**src/rtl/eth_tx_arbiter.sv**
```systemverilog
// Frame-granular round-robin arbiter: merges NUM_PORTS AXI4-Stream byte sources into one
// Ethernet TX stream with an enforced inter-frame gap and truncation at MAX_FRAME_BYTES.
module eth_tx_arbiter #(
  parameter int unsigned NUM_PORTS       = 2,
  parameter int unsigned IFG_CYCLES      = 24,
  parameter int unsigned MAX_FRAME_BYTES = 1518,
  localparam int unsigned GW = (NUM_PORTS > 1) ? $clog2(NUM_PORTS) : 1
) (
  input  logic                    clock,
  input  logic                    aresetn,
  input  logic [8*NUM_PORTS-1:0]  saxis_tdata,
  input  logic [NUM_PORTS-1:0]    saxis_tvalid,
  input  logic [NUM_PORTS-1:0]    saxis_tlast,
  output logic [NUM_PORTS-1:0]    saxis_tready,
  output logic [7:0]              maxis_tdata,
  output logic                    maxis_tvalid,
  output logic                    maxis_tlast,
  input  logic                    maxis_tready,
  output logic [GW-1:0]           grant_port,
  output logic                    busy,
  output logic [16*NUM_PORTS-1:0] frame_count,
  output logic [15:0]             truncated_count
);

  localparam logic [1:0] S_IDLE  = 2'd0;
  localparam logic [1:0] S_GRANT = 2'd1;
  localparam logic [1:0] S_DRAIN = 2'd2;
  localparam logic [1:0] S_GAP   = 2'd3;

  // With no gap configured a finished frame returns straight to IDLE.
  localparam logic [1:0]  S_AFTER = (IFG_CYCLES == 0) ? S_IDLE : S_GAP;
  localparam logic [15:0] LIMIT   = 16'(MAX_FRAME_BYTES - 1);
  localparam logic [15:0] IFG_LD  = 16'(IFG_CYCLES);

  logic [1:0]           r_state, w_state_nxt;
  logic [GW-1:0]        r_grant, w_grant_nxt;
  logic [15:0]          r_beat, w_beat_nxt;
  logic [15:0]          r_gap, w_gap_nxt;
  logic [15:0]          r_fcnt [NUM_PORTS];
  logic [15:0]          r_tcnt;
  logic [NUM_PORTS-1:0] w_fc_inc;
  logic                 w_tc_inc;

  logic [7:0]           w_bytes [NUM_PORTS];
  logic [GW-1:0]        w_cand;
  logic [GW-1:0]        w_pick;
  logic                 w_found;
  logic                 w_at_limit;
  logic                 w_src_valid;
  logic                 w_src_last;
  logic                 w_hs_out;
  logic                 w_hs_drain;

  for (genvar p = 0; p < NUM_PORTS; p++) begin : g_ports
    assign w_bytes[p]                = saxis_tdata[8*p +: 8];
    assign frame_count[16*p +: 16]   = r_fcnt[p];
  end

  assign grant_port      = r_grant;
  assign busy            = (r_state != S_IDLE);
  assign truncated_count = r_tcnt;

  assign w_src_valid = saxis_tvalid[r_grant];
  assign w_src_last  = saxis_tlast[r_grant];
  assign w_at_limit  = (r_beat == LIMIT);
  assign w_hs_out    = (r_state == S_GRANT) && w_src_valid && maxis_tready;
  assign w_hs_drain  = (r_state == S_DRAIN) && w_src_valid;

  // Search starts one past the last grant, so the previous winner has lowest priority.
  always_comb begin
    w_pick  = r_grant;
    w_found = 1'b0;
    w_cand  = '0;
    for (int unsigned k = 1; k <= NUM_PORTS; k++) begin
      w_cand = GW'((32'(r_grant) + k) % NUM_PORTS);
      if (!w_found && saxis_tvalid[w_cand]) begin
        w_found = 1'b1;
        w_pick  = w_cand;
      end
    end
  end

  always_comb begin
    saxis_tready = '0;
    maxis_tdata  = '0;
    maxis_tvalid = 1'b0;
    maxis_tlast  = 1'b0;
    case (r_state)
      S_GRANT: begin
        maxis_tdata           = w_bytes[r_grant];
        maxis_tvalid          = w_src_valid;
        maxis_tlast           = w_src_last | w_at_limit;
        saxis_tready[r_grant] = maxis_tready;
      end
      S_DRAIN: saxis_tready[r_grant] = 1'b1;
      default: ;
    endcase
  end

  always_comb begin
    w_state_nxt = r_state;
    w_grant_nxt = r_grant;
    w_beat_nxt  = r_beat;
    w_gap_nxt   = r_gap;
    w_fc_inc    = '0;
    w_tc_inc    = 1'b0;
    case (r_state)
      S_IDLE: begin
        if (w_found) begin
          w_grant_nxt = w_pick;
          w_state_nxt = S_GRANT;
        end
      end
      S_GRANT: begin
        if (w_hs_out) begin
          if (w_src_last) begin
            // A source tlast on the limit beat is a normal frame end.
            w_fc_inc[r_grant] = 1'b1;
            w_beat_nxt        = '0;
            w_gap_nxt         = IFG_LD;
            w_state_nxt       = S_AFTER;
          end else if (w_at_limit) begin
            w_fc_inc[r_grant] = 1'b1;
            w_tc_inc          = 1'b1;
            w_beat_nxt        = '0;
            w_state_nxt       = S_DRAIN;
          end else begin
            w_beat_nxt = r_beat + 16'd1;
          end
        end
      end
      S_DRAIN: begin
        if (w_hs_drain && w_src_last) begin
          w_gap_nxt   = IFG_LD;
          w_state_nxt = S_AFTER;
        end
      end
      default: begin
        w_gap_nxt = r_gap - 16'd1;
        if (r_gap <= 16'd1) begin
          w_gap_nxt   = '0;
          w_state_nxt = S_IDLE;
        end
      end
    endcase
  end

  always_ff @(posedge clock) begin
    if (!aresetn) begin
      r_state <= S_IDLE;
      r_grant <= GW'(NUM_PORTS - 1);
      r_beat  <= '0;
      r_gap   <= '0;
      r_tcnt  <= '0;
      for (int unsigned p = 0; p < NUM_PORTS; p++) begin
        r_fcnt[p] <= '0;
      end
    end else begin
      r_state <= w_state_nxt;
      r_grant <= w_grant_nxt;
      r_beat  <= w_beat_nxt;
      r_gap   <= w_gap_nxt;
      if (w_tc_inc) begin
        r_tcnt <= r_tcnt + 16'd1;
      end
      for (int unsigned p = 0; p < NUM_PORTS; p++) begin
        if (w_fc_inc[p]) begin
          r_fcnt[p] <= r_fcnt[p] + 16'd1;
        end
      end
    end
  end

endmodule

```
**config.mk**
```make
export PLATFORM = sky130hd
export DESIGN_NAME = eth_tx_arbiter
export DESIGN_NICKNAME = d
export VERILOG_FILES = /design/src/rtl/eth_tx_arbiter.sv
export SDC_FILE = /design/constraint.sdc
export NUM_CORES = 1
export LEC_CHECK = 0
export BUFFER_PORTS_ARGS = -buffer_cell sky130_fd_sc_hd__clkbuf_2
export CAP_MARGIN = 20
export CORE_UTILIZATION = 51
export CTS_CLUSTER_DIAMETER = 50
export CTS_CLUSTER_SIZE = 24
export DETAILED_ROUTE_END_ITERATION = 10
export HOLD_SLACK_MARGIN = 0.1
export PLACE_DENSITY = 0.75
export SYNTH_ARGS = -nofsm -noshare
export SYNTH_HDL_FRONTEND = slang
export SYNTH_SLANG_ARGS = --single-unit
```
**constraint.sdc**
```tcl
create_clock -name clock -period 2.85 [get_ports clock]
set_clock_uncertainty 0.15 [all_clocks]
set_input_delay 0.285 -clock clock [delete_from_list [all_inputs] [get_ports clock]]
set_output_delay 0.285 -clock clock [all_outputs]
set_load 0.005 [all_outputs]
```
==> flow_metrics.tcl <==
set metrics [dict create \
    status "completed" \
    die_w_um 96.92 \
    synthTopCellsByArea "dfxtp_1, edfxtp_1, nor2_1" \
    initial_core_util 0.5268 \
    clockPowerShare 0.208 \
    drcViolationCount 0 \
    rsz0062_at_grt "false" \
    hold_viol 0 \
    p_seq_frac 0.367 \
    synthToLayoutAreaGrowth_pct 15.88 \
    cts_buffer_depth 2 \
    switching_share 0.3992 \
    wl_um 10300 \
    antenna_found_initial 0 \
    max_clock_freq_mhz 416.4 \
    synth_cell_types 54 \
    worstPathRequired_ns 2.99 \
    leakagePower_uw 0.002045 \
    nNetsFinal 637 \
    netSwitchingPower_uw 1627 \
    insertion_delay_ns 0.36 \
    synthFlopType "dfxtp_1" \
    synth_warnings 0 \
    num_vias 4066 \
    syn_nets 551 \
    crit_path_start_kind "flip-flop" \
    most-common-layout-cells "clkbuf_2, nor2_1, dfxtp_1" \
    top_layer "met4" \
    route.met3.wl_um 609 \
    cp.arrival_ns 2.54 \
    cts_resized 0 \
    clk_pin_slew_ns 0.09 \
    yosysTopAreaCellShare 0.2222 \
    antenna_cells 0 \
    core_area_sq_um 8721 \
    grt_pass1_vias 3856 \
    cp_slowest_cell "or4_1" \
    cp_top_family "simple AND/OR/NAND/NOR gates" \
    hp-start "saxis_tvalid[1]" \
    path_cells "buf_4 > o211ai_1 > nand3_1 > buf_4 > or4_1 > a31oi_1" \
    ant_nets 0 \
    drive_above_1_share 0.1924 \
    cts_buffers 9 \
    cts_setup_buffers 0 \
    worst_pin_slew_ns 0.6545 \
    ios 85 \
    drv_slew 0 \
    htree_levels 3 \
    rows 34 \
    ir_drop_v 0.0004347 \
    wl_per_cell_um 14.39 \
    grt_pass1_wl_um 17460 \
    wl_met1_um 4713 \
    gp_congestion 0.8474 \
    p_comb_frac 0.425 \
    finalSetupTns_ns 0 \
    layout_setup_ws_ns 0.4484 \
    seq_area_frac_synth 0.4314 \
    ys_ff_latch 83 \
    syn-instance-count 517 \
    track_usage 0.2254 \
    die_area_sq_um 9393 \
    syn_area_sq_um 4594 \
    pre_cts_ws_ns 0.4399 \
    dr_wl_met2_um 4844 \
    hold_path.class "input port to flip-flop" \
    period_minus_slack_ns 2.402 \
    relSlewSlack 0.5597 \
    slowest_delay_ns 0.50 \
    synth.avg_cell_area_sq_um 8.887 \
    clkSinkCount 83 \
    critPathKind "flip-flop to flip-flop" \
    grt-ovfl-total 0 \
    p_int_uw 2448 \
    multiInputGateArea_sq_um 2470 \
    async_flop_share 0 \
    cp-startpoint "grant_port" \
    final-setup-viol-count 0 \
    drtPass1Iterations 4 \
    layout_commonest_cell "clkbuf_2" \
    cts_tree "done" \
    fill_cells 764 \
    viasPerCell 5.679 \
    path_buf_inv 2 \
    maxCapViolations 0 \
    port_buffers 84 \
    final-seq-area_sq_um 1982 \
    hpwl_um 7393 \
    cp_max_fo 18 \
    die_h_um 96.92 \
    cp_common_cell "buf_4" \
    clockRootBuffer "clkbuf_8" \
    first_iter_violations 236 \
    yosys.area.top_type "dfxtp_1" \
    cts_hold_buf 0 \
    fin_crit_sh 0.8427 \
    pwr_density_cell_nw_per_um2 765.4 \
    grt_max_degree 33 \
    r2r-start "grant_port" \
    synth_edf_count 32 \
    end_kind "flip-flop" \
]
==> worst reg2reg max path: cells and delay by family, from the launching register on <==
kind | cells | cell delay [ns]
flops | 1 | 0.41
simple gates | 2 | 0.80
compound gates | 2 | 0.44
buf+inv | 2 | 0.55
==> worst paths after layout <==
kind	to	cells after the start	slack, ns
setup / recovery	r_gap[13]	6	0.45
hold / removal	grant_port	3	0.20
setup reg to reg	r_gap[13]	6	0.45
hold reg to reg	r_beat[3]	2	0.36
==> kinds of logic after synthesis <==
logic type,share of synthesized area
AOI/OAI and AO/OA,0.09423
xor gates and xnor gates,0.09341
adders and majority gates,0.02996
buffers and inverters,0.03104
DFF,0.4314
muxes,0.03350
and+or+nand+nor,0.2865
==> layout make-up <==
cell class              instances  area share
multi-input cells             400      0.4639
inverters                      17     0.01199
flip-flops and latches         83      0.3723
well taps                     108     0.02538
repair buffers                 92     0.09025
clock inverters                 6     0.01222
clock buffers                  10     0.02397
==> sequential cells by signal, summed over array words and instances (netlist names) <==
name,count
grant_port,1
r_beat,16
r_fcnt,32
r_gap,16
r_state,2
truncated_count,16
==> per-layer routing <==
layer / track usage / up-vias
li1: - / 2034
met1: 0.2825 / 1897
met2: 0.3819 / 123
met3: 0.05347 / 12
met4: 0.07233 / 0
met5: 0 / -
==> synthesized netlist by cell type (2+ instances only) <==
master and count:
and2_1 2, o22ai_1 3, ha_1 11, or4_1 8
edfxtp_1 32, o311ai_0 2, nor2b_1 9, xnor2_1 27
xor2_1 22, nor4b_1 5, o21ai_0 13, dfxtp_1 51
a211oi_1 6, o2bb2ai_1 3, mux2_2 3, o31ai_1 2
inv_1 16, o21a_1 4, nor4_1 8, nor3_1 12
o211ai_1 2, mux2i_1 12, nand3_1 29, a31oi_1 3
and3_1 9, and4_1 5, or4_2 3, nand2_1 44
nor3b_1 3, nand4_1 17, or3_1 14, a21o_1 2
a21oi_1 26, clkbuf_1 12, nor2_1 78
==> power by group through the flow <==
| stage | Clock, uW | Combinational [uW] | Sequential [uW] |
|---|---|---|---|
| floorplan | 0 | 1320 | 1480 |
| global placement | 0 | 1670 | 1510 |
| detailed placement | 0 | 1710 | 1520 |
| CTS | 863 | 1720 | 1490 |
| global route | 913 | 1900 | 1520 |
| finish | 848 | 1730 | 1500 |
==> per-stage QoR <==
stage | area [sq um] | hold WS [ns] | power, uW | std cells | utilization
after detailed placement | 5131 | 0.3277 | 3227 | 700 | 0.5884
after global routing | 5324 | 0.2208 | 4335 | 716 | 0.6105
after CTS | 5324 | 0.1864 | 4070 | 716 | 0.6105
after floorplan | 4594 | 0.2974 | 2806 | 517 | -
after global placement | 5131 | 0.3119 | 3172 | 700 | 0.5884
final | 5324 | 0.1956 | 4075 | 716 | 0.6105
No activity file was read; power rests on OpenSTA's default activity.
